<file path="src/rtl/mix_columns_iter.sv">
`default_nettype none
// ============================================================================
// Module   : mix_columns_iter
// Brief    : Handshaked AES MixColumns / InvMixColumns engine, COLS_PER_CYCLE
//            columns per beat. Optional MIX_COLUMNS_BYPASS_EN adds in_bypass.
// Revision : 1.0 - initial release
// ============================================================================
module mix_columns_iter #(
  parameter int COLS_PER_CYCLE = 4
) (
  input  logic         clk,
  input  logic         rst,
  input  logic         in_valid,
  output logic         in_ready,
  input  logic [127:0] in_data,
  input  logic         in_inv,
`ifdef MIX_COLUMNS_BYPASS_EN
  input  logic         in_bypass,
`endif
  output logic         out_valid,
  input  logic         out_ready,
  output logic [127:0] out_data,
  output logic         busy
);

  localparam int         BEATS     = 4 / COLS_PER_CYCLE;
  localparam logic [1:0] LAST_BEAT = 2'(BEATS - 1);

  generate
    if (COLS_PER_CYCLE != 1 && COLS_PER_CYCLE != 2 && COLS_PER_CYCLE != 4) begin : g_bad_cols
      $error("mix_columns_iter: COLS_PER_CYCLE must be 1, 2 or 4");
    end
  endgenerate

  typedef enum logic [1:0] {
    ST_IDLE = 2'd0,
    ST_BUSY = 2'd1,
    ST_DONE = 2'd2
  } state_t;

  // --------------------------------------------------------------------------
  // GF(2^8) helpers
  // --------------------------------------------------------------------------
  function automatic logic [7:0] xtime(input logic [7:0] x);
    return {x[6:0], 1'b0} ^ (x[7] ? 8'h1b : 8'h00);
  endfunction

  // Returns {0e*x, 0b*x, 0d*x, 09*x}, sharing one xtime chain.
  function automatic logic [31:0] inv_products(input logic [7:0] x);
    logic [7:0] x2, x4, x8;
    x2 = xtime(x);
    x4 = xtime(x2);
    x8 = xtime(x4);
    return {x8 ^ x4 ^ x2, x8 ^ x2 ^ x, x8 ^ x4 ^ x, x8 ^ x};
  endfunction

  function automatic logic [31:0] mix_fwd(input logic [31:0] c);
    logic [7:0] a0, a1, a2, a3;
    logic [7:0] d0, d1, d2, d3;
    a0 = c[31:24];
    a1 = c[23:16];
    a2 = c[15:8];
    a3 = c[7:0];
    d0 = xtime(a0);
    d1 = xtime(a1);
    d2 = xtime(a2);
    d3 = xtime(a3);
    return {d0 ^ d1 ^ a1 ^ a2 ^ a3,
            a0 ^ d1 ^ d2 ^ a2 ^ a3,
            a0 ^ a1 ^ d2 ^ d3 ^ a3,
            d0 ^ a0 ^ a1 ^ a2 ^ d3};
  endfunction

  function automatic logic [31:0] mix_inv(input logic [31:0] c);
    logic [31:0] p0, p1, p2, p3;
    p0 = inv_products(c[31:24]);
    p1 = inv_products(c[23:16]);
    p2 = inv_products(c[15:8]);
    p3 = inv_products(c[7:0]);
    // Product lanes: [31:24]=0e, [23:16]=0b, [15:8]=0d, [7:0]=09
    return {p0[31:24] ^ p1[23:16] ^ p2[15:8]  ^ p3[7:0],
            p0[7:0]   ^ p1[31:24] ^ p2[23:16] ^ p3[15:8],
            p0[15:8]  ^ p1[7:0]   ^ p2[31:24] ^ p3[23:16],
            p0[23:16] ^ p1[15:8]  ^ p2[7:0]   ^ p3[31:24]};
  endfunction

  // --------------------------------------------------------------------------
  // State
  // --------------------------------------------------------------------------
  state_t         state_q, state_d;
  logic [1:0]     cnt_q, cnt_d;
  logic [127:0]   work_q, work_d;
  logic           inv_q, inv_d;
  logic [127:0]   out_data_q, out_data_d;
  logic           out_valid_q, out_valid_d;
`ifdef MIX_COLUMNS_BYPASS_EN
  logic           bypass_q, bypass_d;
`endif

  logic [32*COLS_PER_CYCLE-1:0] mixed_flat;

  // --------------------------------------------------------------------------
  // Column units: unit u handles column cnt*COLS_PER_CYCLE+u this beat
  // --------------------------------------------------------------------------
  generate
    for (genvar u = 0; u < COLS_PER_CYCLE; u++) begin : g_unit
      logic [1:0]  col_idx;
      logic [31:0] src_col;
      logic [31:0] unit_out;

      assign col_idx = 2'(int'(cnt_q) * COLS_PER_CYCLE + u);
      assign src_col = work_q[{col_idx, 5'd0} +: 32];

      always_comb begin
        unit_out = inv_q ? mix_inv(src_col) : mix_fwd(src_col);
`ifdef MIX_COLUMNS_BYPASS_EN
        if (bypass_q) begin
          unit_out = src_col;
        end
`endif
      end

      assign mixed_flat[32*u +: 32] = unit_out;
    end
  endgenerate

  // --------------------------------------------------------------------------
  // FSM / datapath
  // --------------------------------------------------------------------------
  always_ff @(posedge clk) begin
    if (rst) begin
      state_q     <= ST_IDLE;
      cnt_q       <= 2'd0;
      work_q      <= 128'd0;
      inv_q       <= 1'b0;
      out_data_q  <= 128'd0;
      out_valid_q <= 1'b0;
`ifdef MIX_COLUMNS_BYPASS_EN
      bypass_q    <= 1'b0;
`endif
    end else begin
      state_q     <= state_d;
      cnt_q       <= cnt_d;
      work_q      <= work_d;
      inv_q       <= inv_d;
      out_data_q  <= out_data_d;
      out_valid_q <= out_valid_d;
`ifdef MIX_COLUMNS_BYPASS_EN
      bypass_q    <= bypass_d;
`endif
    end
  end

  always_comb begin
    logic [1:0] idx;
    state_d     = state_q;
    cnt_d       = cnt_q;
    work_d      = work_q;
    inv_d       = inv_q;
    out_data_d  = out_data_q;
    out_valid_d = out_valid_q;
`ifdef MIX_COLUMNS_BYPASS_EN
    bypass_d    = bypass_q;
`endif
    idx         = 2'd0;

    unique case (state_q)
      ST_IDLE: begin
        if (in_valid) begin
          work_d  = in_data;
          inv_d   = in_inv;
`ifdef MIX_COLUMNS_BYPASS_EN
          bypass_d = in_bypass;
`endif
          cnt_d   = 2'd0;
          state_d = ST_BUSY;
        end
      end

      ST_BUSY: begin
        // Columns outside this beat keep whatever out_data held before.
        for (int u = 0; u < COLS_PER_CYCLE; u++) begin
          idx = 2'(int'(cnt_q) * COLS_PER_CYCLE + u);
          out_data_d[{idx, 5'd0} +: 32] = mixed_flat[32*u +: 32];
        end
        cnt_d = cnt_q + 2'd1;
        if (cnt_q == LAST_BEAT) begin
          cnt_d       = 2'd0;
          out_valid_d = 1'b1;
          state_d     = ST_DONE;
        end
      end

      ST_DONE: begin
        if (out_ready) begin
          out_valid_d = 1'b0;
          state_d     = ST_IDLE;
        end
      end

      default: begin
        state_d = ST_IDLE;
      end
    endcase
  end

  assign in_ready  = (state_q == ST_IDLE);
  assign busy      = (state_q == ST_BUSY) || (state_q == ST_DONE);
  assign out_valid = out_valid_q;
  assign out_data  = out_data_q;

endmodule

`default_nettype wire

</file>
<file path="config.mk">
export PLATFORM = sky130hd
export DESIGN_NAME = mix_columns_iter
export DESIGN_NICKNAME = d
export VERILOG_FILES = /design/src/rtl/mix_columns_iter.sv
export SDC_FILE = /design/constraint.sdc
export NUM_CORES = 1
export LEC_CHECK = 0
export BUFFER_PORTS_ARGS = -buffer_cell sky130_fd_sc_hd__buf_2
export CAP_MARGIN = 5
export CORE_ASPECT_RATIO = 0.9
export CORE_MARGIN = 4
export CORE_UTILIZATION = 25
export CTS_CLUSTER_SIZE = 30
export DETAILED_ROUTE_END_ITERATION = 6
export PLACE_DENSITY = 0.49
export SKIP_LAST_GASP = 1
export SLEW_MARGIN = 20
export SYNTH_ARGS = -nofsm -noshare
export SYNTH_HDL_FRONTEND = slang
export SYNTH_SLANG_ARGS = --single-unit
</file>
<file path="constraint.sdc">
create_clock -name clk -period 2.7 [get_ports clk]
set_input_delay 0.405 -clock clk [delete_from_list [all_inputs] [get_ports clk]]
set_output_delay 0.405 -clock clk [all_outputs]
set_load 0.05 [all_outputs]
</file>
# Word level (Yosys, flattened, before mapping)
# Index checks and enable logic that the tools add are counted.
[classes]
mux = 65
eq_ne = 5
bitwise_logic = 256
reduce_logical = 9
shift = 9
n_addsub = 7
[op_table]
columns = ["operator", "count"]
rows = [
  ["8-bit bitwise XOR", 208],
  ["128-bit bitwise mux", 3],
  ["32-bit by 9-bit variable shift with 128-bit output, first input constant", 3],
  ["128-bit by 8-bit indexed part select with 32-bit output", 3],
  ["32-bit by 9-bit indexed part select with 128-bit output", 3],
  ["8-bit by 5-bit bitwise XOR with 8-bit output", 48],
  ["5-bit two-way mux", 48],
  ["32-bit two-way mux", 4],
  ["7-bit negation with 9-bit output", 3],
  ["2-bit two-way mux", 5],
  ["2-bit inequality test, second input constant", 3],
  ["2-bit one-hot mux with 3 select lines", 1],
  ["3-bit AND reduction", 2],
  ["1-bit by 1-bit adder with 2-bit output, both inputs constant", 2],
  ["2-bit zero test", 2],
  ["2-bit one-hot mux with 2 select lines", 1],
  ["2-bit AND reduction", 2],
  ["2-bit nonzero test", 2],
  ["1-bit by 2-bit adder with 2-bit output, both inputs constant", 1],
  ["2-bit by 1-bit adder with 2-bit output, second input constant", 1],
  ["2-bit by 1-bit equality test with 1-bit output, second input constant", 1],
  ["2-bit equality test, second input constant", 1],
  ["1-bit two-way mux", 2],
  ["1-bit one-hot mux with 2 select lines", 1],
  ["1-bit logical OR", 1],
]
[totals]
wordCells = 357
reg_bits = 262
input_bits = 133
output_inout_bits = 131

# Longest topological paths before layout
[logic_depth]
word_depth = 18
depth_mapped = 8
mapped_depth_nobuf = 7

# Worst setup path before layout
# Ideal clock, no wire load.
[synth_path]
path_kind = "register to register"
from = "register work_q[61]"
to = "register out_data_q[51] (netlist: out_data[51])"
n_path_buf = 1
arrival_ns = 2.089
path_stages_with_launch = 8
setup_ns = 0.125
period_less_slack_ns = 2.214
slack_ns = 0.486
required_ns = 2.575
cell_sequence = "dfxtp_1 > buf_4 > xor2_4 > xnor3_1 > xnor2_2 > xor3_1 > a211oi_1 > nor3_2"
[synth_between]
elab_chain_cells = 15
word_cells_on_any_way = 126
classes_between = "6 x shift; 9 x mux; 111 x bitwise"
[synth_rtl]
columns = ["element", "line", "text"]
rows = [
  ["start: declaration", "92", "logic [127:0] work_q, work_d;"],
  ["start signal: assignment", "144", "work_q <= work_d;"],
  ["128-bit by 8-bit indexed part select with 32-bit output", "112", "assign src_col = work_q[{col_idx, 5'd0} +: 32];"],
  ["8-bit by 5-bit bitwise XOR with 8-bit output (2 in a row)", "45", "return {x[6:0], 1'b0} ^ (x[7] ? 8'h1b : 8'h00);"],
  ["5-bit two-way mux", "45", ""],
  ["8-bit by 5-bit bitwise XOR with 8-bit output", "45", ""],
  ["8-bit bitwise XOR (2 in a row)", "54", "return {x8 ^ x4 ^ x2, x8 ^ x2 ^ x, x8 ^ x4 ^ x, x8 ^ x};"],
  ["8-bit bitwise XOR (on tied branches) (3 in a row)", "84, 81, 83", ""],
  ["32-bit two-way mux", "115", "unit_out = inv_q ? mix_inv(src_col) : mix_fwd(src_col);"],
  ["32-bit by 9-bit indexed part select with 128-bit output", "184", "out_data_d[{idx, 5'd0} +: 32] = mixed_flat[32*u +: 32];"],
  ["128-bit bitwise mux (2 in a row)", "184", ""],
  ["128-bit bitwise mux (*)", "184", ""],
  ["end signal: assignment", "146", "out_data_q <= out_data_d;"],
  ["end: declaration", "94", "logic [127:0] out_data_q, out_data_d;"],
]
# Mark *: on every way between the ends. The rest lies on a longest branch, timed or not.
# A chain may end at the register's enable or synchronous reset.

# Worst setup path after layout
[layout_path]
from = "register work_q[31]"
to = "register out_data_q[3] (netlist: out_data[3])"
[layout_between]
elab_chain_cells = 15
word_cells_on_any_way = 140
classes_between = "6 x shift; 11 x mux; 123 x bitwise"
[layout_rtl]
columns = ["element", "line"]
rows = [
  ["128-bit by 8-bit indexed part select with 32-bit output", "112"],
  ["5-bit two-way mux", "45"],
  ["8-bit by 5-bit bitwise XOR with 8-bit output (3 in a row)", "45"],
  ["8-bit bitwise XOR (2 in a row)", "54"],
  ["8-bit bitwise XOR (on tied branches) (3 in a row)", "84, 81, 83"],
  ["32-bit two-way mux", "115"],
  ["32-bit by 9-bit indexed part select with 128-bit output", "184"],
  ["128-bit bitwise mux (2 in a row)", "184"],
  ["128-bit bitwise mux (*)", "184"],
]
# Marks and branches as above.

==> flow_results.xml <==
<?xml version="1.0" encoding="UTF-8"?>
<metrics>
  <group name="logic_synthesis">
    <metric name="syn_area" unit="um2">15100</metric>
    <metric name="synth_edf_count" unit="">0</metric>
    <metric name="yosys_warnings" unit="">0</metric>
    <metric name="ys_types" unit="">55</metric>
    <metric name="postSynth.topFlopCell" unit="">sky130_fd_sc_hd__dfxtp_1</metric>
    <metric name="synth_area_per_cell" unit="um2">9.23</metric>
    <metric name="post_synth_inst_count" unit="">1641</metric>
    <metric name="seq_area_frac_synth" unit="%">26.2</metric>
    <metric name="ys_seq_elements" unit="">198</metric>
    <metric name="synth_async_sr_flop_share" unit="%">0</metric>
  </group>
  <group name="clock_network">
    <metric name="clkTransAtPathRegs" unit="ns">0.08</metric>
    <metric name="cts-hold-fix-buffers" unit="">0</metric>
    <metric name="cts_htree_levels" unit="">4</metric>
    <metric name="clockRootBuffer" unit="">sky130_fd_sc_hd__clkbuf_16</metric>
    <metric name="cts_buffer_depth" unit="">2</metric>
    <metric name="numCtsBuffers" unit="">17</metric>
    <metric name="clock_tree_from_tritoncts" unit="">yes</metric>
    <metric name="insertion_delay" unit="ns">0.51</metric>
    <metric name="post_cts_repair_timing_setup_buffer_count" unit="">0</metric>
    <metric name="ctsResizeCount" unit="">0</metric>
    <metric name="clock-sinks" unit="">198</metric>
  </group>
  <group name="worst_setup_path">
    <metric name="crit_required" unit="ns">3.11</metric>
    <metric name="cp_endpoint_kind" unit="">flip-flop</metric>
    <metric name="critPathLaunchType" unit="">flip-flop</metric>
    <metric name="critPathArrivalTime" unit="ns">2.84</metric>
    <metric name="worstPathMaxFanout" unit="">3</metric>
    <metric name="criticalPathCategory" unit="">flip-flop to flip-flop</metric>
  </group>
  <group name="route">
    <metric name="drtPass1Iterations" unit="">4</metric>
    <metric name="vias" unit="">11300</metric>
    <metric name="final_antenna_net_count" unit="">0</metric>
    <metric name="routed_wirelength_normalized_by_instance_count" unit="um">19.1</metric>
    <metric name="drt_iter0_drc" unit="">575</metric>
    <metric name="route.final.wire_length" unit="um">49600</metric>
    <metric name="post-route-drc-count" unit="">0</metric>
    <metric name="routed_via_density" unit="">4.33</metric>
  </group>
  <group name="power">
    <metric name="sw_power" unit="uW">5930</metric>
    <metric name="powerDensity" unit="nW/um2">791</metric>
    <metric name="vdd.ir_drop.worst" unit="mV">0.441</metric>
    <metric name="swShare" unit="%">42.4</metric>
    <metric name="clkPwrFrac" unit="%">18.7</metric>
    <metric name="power.static_leakage" unit="uW">0.00722</metric>
    <metric name="comb_power_share" unit="%">55.7</metric>
    <metric name="power.internal" unit="uW">8070</metric>
    <metric name="power.sequential.fraction" unit="%">25.6</metric>
    <metric name="post-layout-total-power" unit="uW">14000</metric>
  </group>
  <group name="floorplan">
    <metric name="num_io_pins" unit="">264</metric>
    <metric name="floorplan.core_area" unit="um2">59900</metric>
    <metric name="dieHeight" unit="um">242</metric>
    <metric name="floorplan.die_area" unit="um2">64600</metric>
    <metric name="floorplan.die.width" unit="um">267</metric>
    <metric name="fp-row-count" unit="">85</metric>
    <metric name="start_util" unit="%">25.3</metric>
  </group>
  <group name="global_routing">
    <metric name="grt_pass1_wl" unit="um">73500</metric>
    <metric name="overflow" unit="">0</metric>
    <metric name="grt_antenna_before_repair" unit="">1</metric>
    <metric name="grtUsageTotal" unit="%">15.2</metric>
    <metric name="grt_pass1_vias" unit="">11300</metric>
    <metric name="grt_max_degree" unit="">92</metric>
  </group>
  <group name="layout">
    <metric name="num_antenna_cells" unit="">0</metric>
    <metric name="fin_util" unit="%">29.6</metric>
    <metric name="nets" unit="">1950</metric>
    <metric name="layout.filler_cells" unit="">6385</metric>
    <metric name="post_route_cells_drive_above_1_share" unit="%">21.0</metric>
    <metric name="area_growth_syn_to_layout" unit="%">16.8</metric>
  </group>
  <group name="sta">
    <metric name="setup_viol" unit="">0</metric>
    <metric name="maximum_operating_frequency" unit="MHz">410</metric>
    <metric name="grt_setup_unrepaired" unit="">false</metric>
    <metric name="timing.final.crit_share" unit="%">90.3</metric>
    <metric name="fin_crit" unit="ns">2.44</metric>
    <metric name="finalHoldViolations" unit="">0</metric>
    <metric name="tightestPinTransition" unit="ns">0.698</metric>
    <metric name="post-route-worst-setup-slack" unit="ns">0.262</metric>
    <metric name="finalMaxSlewViolations" unit="">0</metric>
    <metric name="fin_setup_tns" unit="ns">0</metric>
    <metric name="fin_worst_skew" unit="ns">0.0213</metric>
    <metric name="max_slew_margin" unit="%">53.3</metric>
  </group>
  <group name="place">
    <metric name="dpl.hpwl" unit="um">39700</metric>
    <metric name="pre_cts_ws" unit="ns">0.296</metric>
    <metric name="gpl.final_weighted_congestion" unit="">0.910</metric>
    <metric name="place.port_buffers" unit="">199</metric>
  </group>
  <group name="worst_hold_path">
    <metric name="min_path_type" unit="">primary input to flip-flop</metric>
  </group>
  <group name="job">
    <metric name="maxCapViolCount" unit="">0</metric>
  </group>
  <group name="outcome">
    <metric name="outcome" unit="">finished, final reports clean</metric>
  </group>
</metrics>
## worst max-delay path: stages (launching register included)
cell and delay (ns):
sky130_fd_sc_hd__dfxtp_1 0.37, sky130_fd_sc_hd__xor2_1 0.37, sky130_fd_sc_hd__xor2_1 0.40, sky130_fd_sc_hd__xor3_1 0.54, sky130_fd_sc_hd__xnor2_1 0.32, sky130_fd_sc_hd__nand2_1 0.10
sky130_fd_sc_hd__a311oi_1 0.25
## flip-flops by register name, indices dropped and copies added, names as in the netlist
register   count
cnt_q          2
inv_q          1
out_data      96
out_valid      1
state_q        2
work_q        96
## cell families after synthesis
| group | share of synthesized area [%] |
|---|---|
| XOR/XNOR | 47.6 |
| AND/OR/NAND/NOR | 8.90 |
| AO/OA/AOI/OAI | 9.68 |
| flip-flops | 26.2 |
| buffers and inverters | 6.77 |
| adder cells (fa/ha/maj) | 0.496 |
| multiplexers | 0.396 |
| other | 0.0248 |
## cell usage in the layout, fill, tap and decap left out, drive strengths merged, types with 10 or more instances in the layout
| cell type | count |
|---|---|
| o21ai | 22 |
| a211oi | 67 |
| inv | 16 |
| buf | 305 |
| dfxtp | 198 |
| xor2 | 138 |
| nor3 | 12 |
| xor3 | 22 |
| xnor2 | 436 |
| nand2 | 231 |
| a21oi | 111 |
| xnor3 | 59 |
| a22oi | 10 |
| clkbuf | 17 |
| nor2 | 96 |
| conb | 32 |
## routing by layer
metal,vias up,share of wire [%],track usage [%],wire length (um)
met4,0,1.8,4.37,871
met1,5451,48,21.3,24000
met3,40,5.1,3.64,2550
met5,-,0,0,0
li1,5557,-,-,-
met2,221,45,23.4,22200
## synth_stat cells (2+ instances only)
| cell type | number | area [um2] |
|---|---|---|
| sky130_fd_sc_hd__a211oi_1 | 64 | 480 |
| sky130_fd_sc_hd__a211oi_2 | 3 | 37.5 |
| sky130_fd_sc_hd__a21oi_1 | 110 | 551 |
| sky130_fd_sc_hd__a221oi_1 | 2 | 17.5 |
| sky130_fd_sc_hd__a22oi_1 | 10 | 75.1 |
| sky130_fd_sc_hd__a311oi_1 | 5 | 43.8 |
| sky130_fd_sc_hd__a32oi_1 | 2 | 17.5 |
| sky130_fd_sc_hd__buf_1 | 7 | 26.3 |
| sky130_fd_sc_hd__buf_2 | 50 | 250 |
| sky130_fd_sc_hd__buf_4 | 48 | 360 |
| sky130_fd_sc_hd__buf_6 | 7 | 78.8 |
| sky130_fd_sc_hd__clkbuf_1 | 71 | 267 |
| sky130_fd_sc_hd__clkbuf_2 | 2 | 10.0 |
| sky130_fd_sc_hd__dfxtp_1 | 198 | 3960 |
| sky130_fd_sc_hd__ha_1 | 6 | 75.1 |
| sky130_fd_sc_hd__inv_1 | 9 | 33.8 |
| sky130_fd_sc_hd__mux2i_1 | 6 | 60.1 |
| sky130_fd_sc_hd__nand2_1 | 230 | 863 |
| sky130_fd_sc_hd__nand3_1 | 2 | 10.0 |
| sky130_fd_sc_hd__nor2_1 | 95 | 357 |
| sky130_fd_sc_hd__nor3_1 | 11 | 55.1 |
| sky130_fd_sc_hd__o21ai_0 | 21 | 105 |
| sky130_fd_sc_hd__o221ai_1 | 2 | 17.5 |
| sky130_fd_sc_hd__o22ai_1 | 5 | 31.3 |
| sky130_fd_sc_hd__xnor2_1 | 413 | 3620 |
| sky130_fd_sc_hd__xnor2_2 | 16 | 260 |
| sky130_fd_sc_hd__xnor2_4 | 7 | 193 |
| sky130_fd_sc_hd__xnor3_1 | 58 | 1310 |
| sky130_fd_sc_hd__xor2_1 | 131 | 1150 |
| sky130_fd_sc_hd__xor2_2 | 6 | 97.6 |
| sky130_fd_sc_hd__xor3_1 | 18 | 428 |
| sky130_fd_sc_hd__xor3_2 | 3 | 75.1 |
## per-stage QoR
stage               cell area, um2  cells  hold WS, ns
floorplan                    15300   1672        0.453
global placement             17100   2575        0.468
detailed placement           17100   2575        0.463
CTS                          17700   2605       0.0950
global route                 17700   2605        0.107
finish                       17700   2605        0.142
## worst paths after layout
check | slack [ns] | startpoint | to | cells after the start
worst min-delay path | 0.14 | in_data[82] | work_q[82] | 3
worst max-delay path | 0.26 | work_q[31] | out_data[3] | 6
worst min register to register | 0.47 | out_data[5] | out_data[5] | 2
worst max register to register | 0.26 | work_q[31] | out_data[3] | 6
## power by group through the flow
stage	Clock, uW	Sequential [uW]	Combinational [uW]
after floorplan	0	4140	5530
after global placement	0	3650	7820
after detailed placement	0	3660	7830
after CTS	2740	3590	7880
after global routing	2830	3630	8330
final	2620	3580	7800
## area by class of cell
type	instances	area (um2)	area share [%]
multi-input cells	1280	10300	58.2
well taps	783	980	5.53
repair buffers	305	1860	10.5
flip-flops and latches	198	3970	22.4
clock buffers	17	425	2.40
clock inverters	13	139	0.785
inverters	9	33.8	0.191
No activity file was read; power rests on OpenSTA's default activity.
